$ cat src/rtl/hazard_pkg.sv
// hazard_pkg: shared types for the hazard/forwarding controller.
//   fwd_sel_e  - operand source select for the instruction in EXE.
//   sb_entry_t - one shadow-scoreboard entry (EXE, MEM or WB stage).
// SB_REG_BITS sizes the stored destination; raise it for register files
// wider than 16 entries.
package hazard_pkg;

  localparam int SB_REG_BITS = 4;

  typedef enum logic [1:0] {
    FWD_NONE   = 2'b00,  // operand from the ID/EXE register
    FWD_EXEMEM = 2'b01,  // ALU result sitting in EXE/MEM
    FWD_MEMWB  = 2'b10   // result sitting in MEM/WB
  } fwd_sel_e;

  typedef struct packed {
    logic                   valid;
    logic                   wb_en;
    logic [SB_REG_BITS-1:0] dst;
    logic                   is_load;
  } sb_entry_t;

endpackage

$ cat src/rtl/hazard_match.sv
// hazard_match: combinational comparator of one ID source operand against
// one scoreboard entry.
//   id_valid_i   - instruction in ID is real
//   src_used_i   - this source is actually read
//   src_i        - source register address
//   ent_valid_i  - scoreboard entry holds a real instruction
//   ent_wb_en_i  - that instruction writes a register
//   ent_dst_i    - its destination
//   match_o      - the source depends on the entry
module hazard_match #(
  parameter int REG_BITS = 4,
  parameter int ZERO_REG = 1
) (
  input  logic                id_valid_i,
  input  logic                src_used_i,
  input  logic [REG_BITS-1:0] src_i,
  input  logic                ent_valid_i,
  input  logic                ent_wb_en_i,
  input  logic [REG_BITS-1:0] ent_dst_i,
  output logic                match_o
);

  logic zero_src;

  // A hardwired-zero register never carries a dependency.
  assign zero_src = (ZERO_REG != 0) && (src_i == '0);

  assign match_o = id_valid_i && src_used_i && ent_valid_i && ent_wb_en_i &&
                   (src_i == ent_dst_i) && !zero_src;

endmodule

$ cat src/rtl/hazard_ctrl.sv
// hazard_ctrl: hazard, forwarding and flush controller for the five-stage
// IF/ID/EXE/MEM/WB pipeline. Tracks EXE/MEM/WB in a shadow scoreboard.
//   clk, rst          - clock, synchronous active-high reset
//   id_*              - description of the instruction currently in ID
//   branch_taken      - branch resolved taken in EXE this cycle
//   mem_busy          - memory stage not ready; whole pipe freezes
//   pc_en, ifid_stop, ifid_flush, idexe_bubble, freeze - pipeline controls
//   id_bypass         - per source: take wb_result in ID (combinational)
//   fwd_sel           - per source: registered EXE operand select
//   stall_count, flush_count - saturating performance counters
module hazard_ctrl
  import hazard_pkg::*;
#(
  parameter int ARQ      = 16,
  parameter int REG_BITS = 4,
  parameter int NSRC     = 3,
  parameter int ZERO_REG = 1,
  parameter int CNT_W    = 16
) (
  input  logic                     clk,
  input  logic                     rst,
  input  logic                     id_valid,
  input  logic [NSRC*REG_BITS-1:0] id_src,
  input  logic [NSRC-1:0]          id_src_used,
  input  logic                     id_wb_en,
  input  logic [REG_BITS-1:0]      id_dst,
  input  logic                     id_is_load,
  input  logic                     branch_taken,
  input  logic                     mem_busy,
  output logic                     pc_en,
  output logic                     ifid_stop,
  output logic                     ifid_flush,
  output logic                     idexe_bubble,
  output logic                     freeze,
  output logic [NSRC-1:0]          id_bypass,
  output logic [NSRC*2-1:0]        fwd_sel,
  output logic [CNT_W-1:0]         stall_count,
  output logic [CNT_W-1:0]         flush_count
);

  // ARQ only documents the datapath width; the stored destination must fit.
  if (ARQ < 1 || REG_BITS > SB_REG_BITS) begin : g_param_range
  end

  sb_entry_t             e_q, e_d, m_q, m_d, w_q, w_d;
  logic [NSRC*2-1:0]     fwd_q, fwd_d, fwd_new;
  logic [CNT_W-1:0]      stall_q, stall_d, flush_q, flush_d;
  logic [NSRC-1:0]       hit_e, hit_m, hit_w;
  logic                  load_use;

  function automatic logic [CNT_W-1:0] sat_inc(input logic [CNT_W-1:0] v);
    return (&v) ? v : v + CNT_W'(1);
  endfunction

  for (genvar k = 0; k < NSRC; k++) begin : g_src
    hazard_match #(.REG_BITS(REG_BITS), .ZERO_REG(ZERO_REG)) u_match_e (
      .id_valid_i (id_valid),
      .src_used_i (id_src_used[k]),
      .src_i      (id_src[k*REG_BITS +: REG_BITS]),
      .ent_valid_i(e_q.valid),
      .ent_wb_en_i(e_q.wb_en),
      .ent_dst_i  (e_q.dst[REG_BITS-1:0]),
      .match_o    (hit_e[k])
    );
    hazard_match #(.REG_BITS(REG_BITS), .ZERO_REG(ZERO_REG)) u_match_m (
      .id_valid_i (id_valid),
      .src_used_i (id_src_used[k]),
      .src_i      (id_src[k*REG_BITS +: REG_BITS]),
      .ent_valid_i(m_q.valid),
      .ent_wb_en_i(m_q.wb_en),
      .ent_dst_i  (m_q.dst[REG_BITS-1:0]),
      .match_o    (hit_m[k])
    );
    hazard_match #(.REG_BITS(REG_BITS), .ZERO_REG(ZERO_REG)) u_match_w (
      .id_valid_i (id_valid),
      .src_used_i (id_src_used[k]),
      .src_i      (id_src[k*REG_BITS +: REG_BITS]),
      .ent_valid_i(w_q.valid),
      .ent_wb_en_i(w_q.wb_en),
      .ent_dst_i  (w_q.dst[REG_BITS-1:0]),
      .match_o    (hit_w[k])
    );
  end

  // The register file writes on the same edge ID/EXE captures, so a WB
  // producer is bypassed straight into the ID operand mux.
  assign id_bypass = hit_w;

  assign load_use = (|hit_e) && e_q.is_load;

  // Forward select for the instruction about to enter EXE; E is the newest
  // producer and wins over M. A load in E never reaches here (it stalls).
  always_comb begin
    fwd_new = '0;
    for (int k = 0; k < NSRC; k++) begin
      if (hit_e[k] && !e_q.is_load) begin
        fwd_new[k*2 +: 2] = FWD_EXEMEM;
      end else if (hit_m[k]) begin
        fwd_new[k*2 +: 2] = FWD_MEMWB;
      end else begin
        fwd_new[k*2 +: 2] = FWD_NONE;
      end
    end
  end

  always_comb begin
    pc_en        = 1'b1;
    ifid_stop    = 1'b0;
    ifid_flush   = 1'b0;
    idexe_bubble = 1'b0;
    freeze       = 1'b0;
    e_d          = e_q;
    m_d          = m_q;
    w_d          = w_q;
    fwd_d        = fwd_q;
    stall_d      = stall_q;
    flush_d      = flush_q;

    if (mem_busy) begin
      // Everything holds; a pending branch re-asserts once memory is ready.
      freeze    = 1'b1;
      pc_en     = 1'b0;
      ifid_stop = 1'b1;
    end else if (branch_taken) begin
      ifid_flush   = 1'b1;
      idexe_bubble = 1'b1;
      e_d          = '0;
      m_d          = e_q;
      w_d          = m_q;
      fwd_d        = '0;
      flush_d      = sat_inc(flush_q);
    end else if (load_use) begin
      pc_en        = 1'b0;
      ifid_stop    = 1'b1;
      idexe_bubble = 1'b1;
      e_d          = '0;
      m_d          = e_q;
      w_d          = m_q;
      fwd_d        = '0;
      stall_d      = sat_inc(stall_q);
    end else begin
      e_d.valid    = id_valid;
      e_d.wb_en    = id_wb_en;
      e_d.dst      = SB_REG_BITS'(id_dst);
      e_d.is_load  = id_is_load;
      m_d          = e_q;
      w_d          = m_q;
      fwd_d        = fwd_new;
    end
  end

  always_ff @(posedge clk) begin
    if (rst) begin
      e_q     <= '0;
      m_q     <= '0;
      w_q     <= '0;
      fwd_q   <= '0;
      stall_q <= '0;
      flush_q <= '0;
    end else begin
      e_q     <= e_d;
      m_q     <= m_d;
      w_q     <= w_d;
      fwd_q   <= fwd_d;
      stall_q <= stall_d;
      flush_q <= flush_d;
    end
  end

  assign fwd_sel     = fwd_q;
  assign stall_count = stall_q;
  assign flush_count = flush_q;

endmodule

$ cat config.mk
export PLATFORM = sky130hd
export DESIGN_NAME = hazard_ctrl
export DESIGN_NICKNAME = d
export VERILOG_FILES = /design/src/rtl/hazard_pkg.sv /design/src/rtl/hazard_match.sv /design/src/rtl/hazard_ctrl.sv
export SDC_FILE = /design/constraint.sdc
export NUM_CORES = 1
export LEC_CHECK = 0
export ABC_AREA = 1
export CAP_MARGIN = 0
export CORE_AREA = 4 4 99 101
export CTS_CLUSTER_SIZE = 28
export DETAILED_ROUTE_END_ITERATION = 16
export DIE_AREA = 0 0 103 105
export GPL_ROUTABILITY_DRIVEN = 0
export SYNTH_ARGS = -nofsm -noshare
export SYNTH_HDL_FRONTEND = slang
export SYNTH_SLANG_ARGS = --single-unit
$ cat constraint.sdc
create_clock -name clk -period 2.2 [get_ports clk]
set_input_delay 0.66 -clock clk [delete_from_list [all_inputs] [get_ports clk]]
set_output_delay 0.66 -clock clk [all_outputs]
set_load 0.05 [all_outputs]
-- Word-level counts from Yosys, hierarchy flattened
Index checks and enable logic that the tools add are counted.
- bitwise gates (word level): 4
- mux-type cells: 21
- reduce and logical (&&, ||, !) cells: 55
- eq/ne operators: 9
- $add $sub $neg: 2
- operator list (operator ; number):
    $logic_and 1x1->1 ; 43
    $eq 4x4->1 ; 9
    $add 16x1->16 const B ; 2
    $reduce_and 16->1 ; 2
    $mux 7 ; 2
    $logic_not 4->1 ; 3
    $mux 2 ; 6
    $mux 6 ; 2
    $mux 1 ; 11
    $logic_not 1->1 ; 4
    $not 1->1 ; 4
    $reduce_and 4->1 ; 1
    $reduce_and 3->1 ; 1
    $reduce_or 3->1 ; 1
- bits in registers: 57
- output and inout port bits: 46
- logic and storage cells: 104
- input bits: 26

-- Logic depth before layout (Yosys ltp)
- word-level depth: 10
- gate-level depth with buffers: 13
- gate-level depth less buffers: 12

-- Modules after synthesis
A second synthesis with hierarchy kept.
- cells, all modules: 697
- area total of the unflattened synthesis: 3878.7 sq um
- by module, submodules not included (module ; times used ; cells an instance ; area an instance (sq um) ; sequential area each (sq um)):
    hazard_ctrl ; 1 ; 427 ; 2808.9 ; 1141.1
    hazard_match ; 9 ; 30 ; 118.9 ; 0.0

-- Worst setup path after synthesis
Ideal clock, no wire load.
- path type: input -> output
- start: input id_src[11]
- end: output pc_en
- stages on the path: 10
- buffers on the path: 1
- data required time: 1.540 ns
- path slack: -0.613 ns
- arrival time: 2.153 ns
- cell sequence: inv_1 > nand3_1 > nand2_1 > inv_1 > nand3_1 > nand3_2 > buf_12 > nand3_4 > nand2_1 > inv_1
- longest elaborated chain between the ends: 8
- elaborated cells between the ends (all ways): 10
- classes of those cells: 1 x eq/ne; 3 x mux; 6 x reduce/logical
- RTL lines (what ; RTL line ; text):
    start, declared ; hazard_ctrl.sv:23 ; input logic [NSRC*REG_BITS-1:0] id_src,
    $eq 4x4->1 or $logic_not 4->1 (tied branches) ; hazard_match.sv:29, hazard_match.sv:26 ;
    $logic_and 1x1->1 or $logic_not 1->1 (tied branches) ; hazard_match.sv:28, hazard_match.sv:29 ;
    $logic_and 1x1->1 * ; hazard_match.sv:29 ; (src_i == ent_dst_i) && !zero_src;
    $reduce_or 3->1 * ; hazard_ctrl.sv:89 ; assign load_use = (|hit_e) && e_q.is_load;
    $logic_and 1x1->1 * ; hazard_ctrl.sv:89 ;
    $mux 1 * ; hazard_ctrl.sv:132 ; end else if (load_use) begin
    $mux 1 * ; hazard_ctrl.sv:124 ; end else if (branch_taken) begin
    $mux 1 * ; hazard_ctrl.sv:119 ; if (mem_busy) begin
    end, declared ; hazard_ctrl.sv:30 ; output logic pc_en,
Mark *: on every way between the ends. The rest lies on a longest branch, timed or not.

-- Worst setup path in the final report
- start: input id_src[6]
- end: output pc_en
Same word-level chain as after synthesis.

==> results.yml <==
routing:
  postRouteWirelength_um: 10700
  num_vias: 3932
  dr.pass1.iters: 4
  routed_via_density: 4.98
  first_iter_violations: 166
  post_drt_wl_per_cell_um: 13.6
  drc: 0
  antenna_left: 0
logic_synthesis:
  synth_edf_count: 0
  ys_top_cells_by_area: "dfxtp_1 (33%), nand2_1 (15%), nor2_1 (8.4%)"
  yosys_register_bits: 57
  syn_inst: 546
  yosysTopAreaCell: "dfxtp_1"
  yosysWarningCount: 0
  synth_ff_type: "dfxtp_1"
  synth_top_area_share_pct: 33.0
  avgSynthCellArea_um2: 6.34
  synthArstFlopShare_pct: 0
  ys_seq_area_share_pct: 33.0
  synth_nets: 574
  ys_types: 34
  syn_area_um2: 3460
cells_and_area:
  fin_util_pct: 57.3
  fin_nets: 702
  drive_gt1_share_pct: 30.3
  layout_commonest_cell: "nand2_1"
  syn2layout_area_growth_pct: 49.3
  mostFrequentLayoutCells: "nand2_1 (126), buf_4 (96), nor2_1 (71), inv_1 (55), dfxtp_1 (50)"
  multiInputGateArea_um2: 2130
  fillerInstances: 882
  seq_area_um2: 1150
  layout.cells.non_filler: 790
  antenna_cells: 0
timing:
  fin_crit_ns: 2.44
  clock_skew_ns: 0.00759
  setup_tns_ns: -0.894
  fmax_mhz: 409
  worstMarginPinSlew_ns: 0.629
  fin_ws_ns: -0.242
  finalHoldViolations: 0
  slew_violations: 0
  rsz0062_at_grt: "true"
  fin_crit_sh_pct: 111
  slew_headroom_pct: 57.9
  setup_viol: 5
pwr:
  power_density_nw_per_um2: 460
  ir_drop_v: 0.000270
  p_leak_nw: 2.23
placement:
  post-place-cells: 765
  dp_hpwl_um: 8210
  io_buffers: 71
  pre_cts_slack_ns: -0.768
floorplan:
  die_area_um2: 10800
  die_w_um: 103
  num_rows: 35
  die_y_um: 105
  io_pins: 72
  initial_core_util_pct: 38.4
  core-area_um2: 9020
clock_tree:
  cts-root-buf: "clkbuf_8"
  cts_buffer_depth: 2
  cts_buffers: 9
  clkTransAtPathRegs_ns: 0.06
  cts_tree: "yes"
  clkLatencyLatePin_ns: 0.33
  cts_num_sinks: 57
  htree_levels: 3
status:
  outcome: "complete, but fails checks"
  failed_checks: "setup timing"
global_route:
  antenna_found_initial: 0
  grt_first_pass_wirelength_um: 17400
  grt_start_max_net_pins: 26
  grt-ovfl-total: 0
  track_usage_pct: 19.9
  grt_pass1_vias: 3812
critical_path:
  rrSetupSlack_ns: 0.33
  critPathArrivalTime_ns: 1.78
  worstPathRequired_ns: 1.54
  path_max_fanout: 3
  critPathKind: "input pin to output pin"
  cp-end-kind: "output pin"
  startpoint_type: "input pin"
job:
  maxCapViolations: 0
hold_path:
  hp-class: "flip-flop to flip-flop"
==> area by class of cell <==
| cell class | count | share of cell area (%) |
|---|---|---|
| multi-input cells | 396 | 41.2 |
| inverters | 73 | 6.30 |
| flip-flops and latches | 57 | 22.3 |
| clock inverters | 3 | 0.291 |
| repair buffers | 137 | 24.1 |
| clock buffers | 13 | 3.08 |
| well taps | 111 | 2.69 |
==> synthesized netlist by cell type (2+ instances only) <==
cell type / number
dfxtp_1: 57
buf_4: 6
nand4_1: 15
o21bai_1: 2
inv_1: 69
nand2_2: 3
a211oi_1: 2
xnor2_1: 5
o22ai_1: 7
a21oi_1: 39
ha_1: 2
clkbuf_1: 11
nand3_1: 29
nor3_1: 15
nor3b_1: 3
xor2_1: 12
o21ai_0: 30
o21ai_2: 2
nand2_1: 139
inv_2: 4
o21bai_2: 2
nor2_1: 77
nand3b_1: 3
nor2_2: 2
==> layer usage <==
metal  part of all wire, %  track usage (%)
met4                   2.3             7.31
met1                    43             24.7
met5                     0                0
met3                   5.5             5.07
met2                    49             32.8
==> registers in the layout, summed over array words and instances (netlist names) <==
signal / flops
e_q: 7
stall_count: 16
w_q: 6
m_q: 6
flush_count: 16
fwd_sel: 6
==> critical path, cell delays in order <==
cell and delay (ns):
buf_8 0.10, buf_6 0.11, xor2_1 0.14, nor2_1 0.10, nand2_1 0.11, nand3_4 0.10
nand3_4 0.11, nand2_8 0.11, clkinvlp_4 0.08, buf_8 0.15
==> power by group <==
part	internal, mW	total [mW]	switching (mW)
clock network	0.465	0.879	0.414
logic	0.193	0.421	0.228
registers	1.05	1.08	0.0268
total	1.71	2.38	0.669
==> kinds of logic after synthesis <==
kind of cell,after synthesis,synth area share [%]
compound gates,86,14.0
simple gates,291,36.6
fa+ha+maj,2,0.723
flops,57,33.0
xor+xnor,17,4.30
buf+inv,93,11.4
==> worst paths after layout <==
check | to | cells past startpoint | start
worst max-delay path | pc_en | 10 | id_src[6]
worst min-delay path | fwd_sel[5] | 2 | fwd_sel[5]
worst max register to register | stall_count[1] | 10 | stall_count[1]
worst min register to register | fwd_sel[5] | 2 | fwd_sel[5]
==> through the flow <==
| step | power (mW) | hold slack, ns | instance area [um2] |
|---|---|---|---|
| CTS | 2.38 | 0.473 | 5010 |
| global placement | 1.47 | 0.456 | 4710 |
| floorplan | 1.28 | 0.449 | 3570 |
| global route | 2.50 | 0.495 | 5170 |
| detailed placement | 1.47 | 0.459 | 4710 |
| finish | 2.38 | 0.470 | 5170 |
==> repair_timing <==
| action | 4_1_cts | 5_1_grt |
|---|---|---|
| gates resized for setup | 104 | 53 |
| endpoints found under the setup margin | 12 | 8 |
| pin swaps | 31 | 24 |
| cloned | 0 | 0 |
| hold endpoints to repair | 0 | 0 |
| buffers inserted | 6 | 6 |
| hold buffers | 0 | 0 |
(Power assumes the default switching activity.)
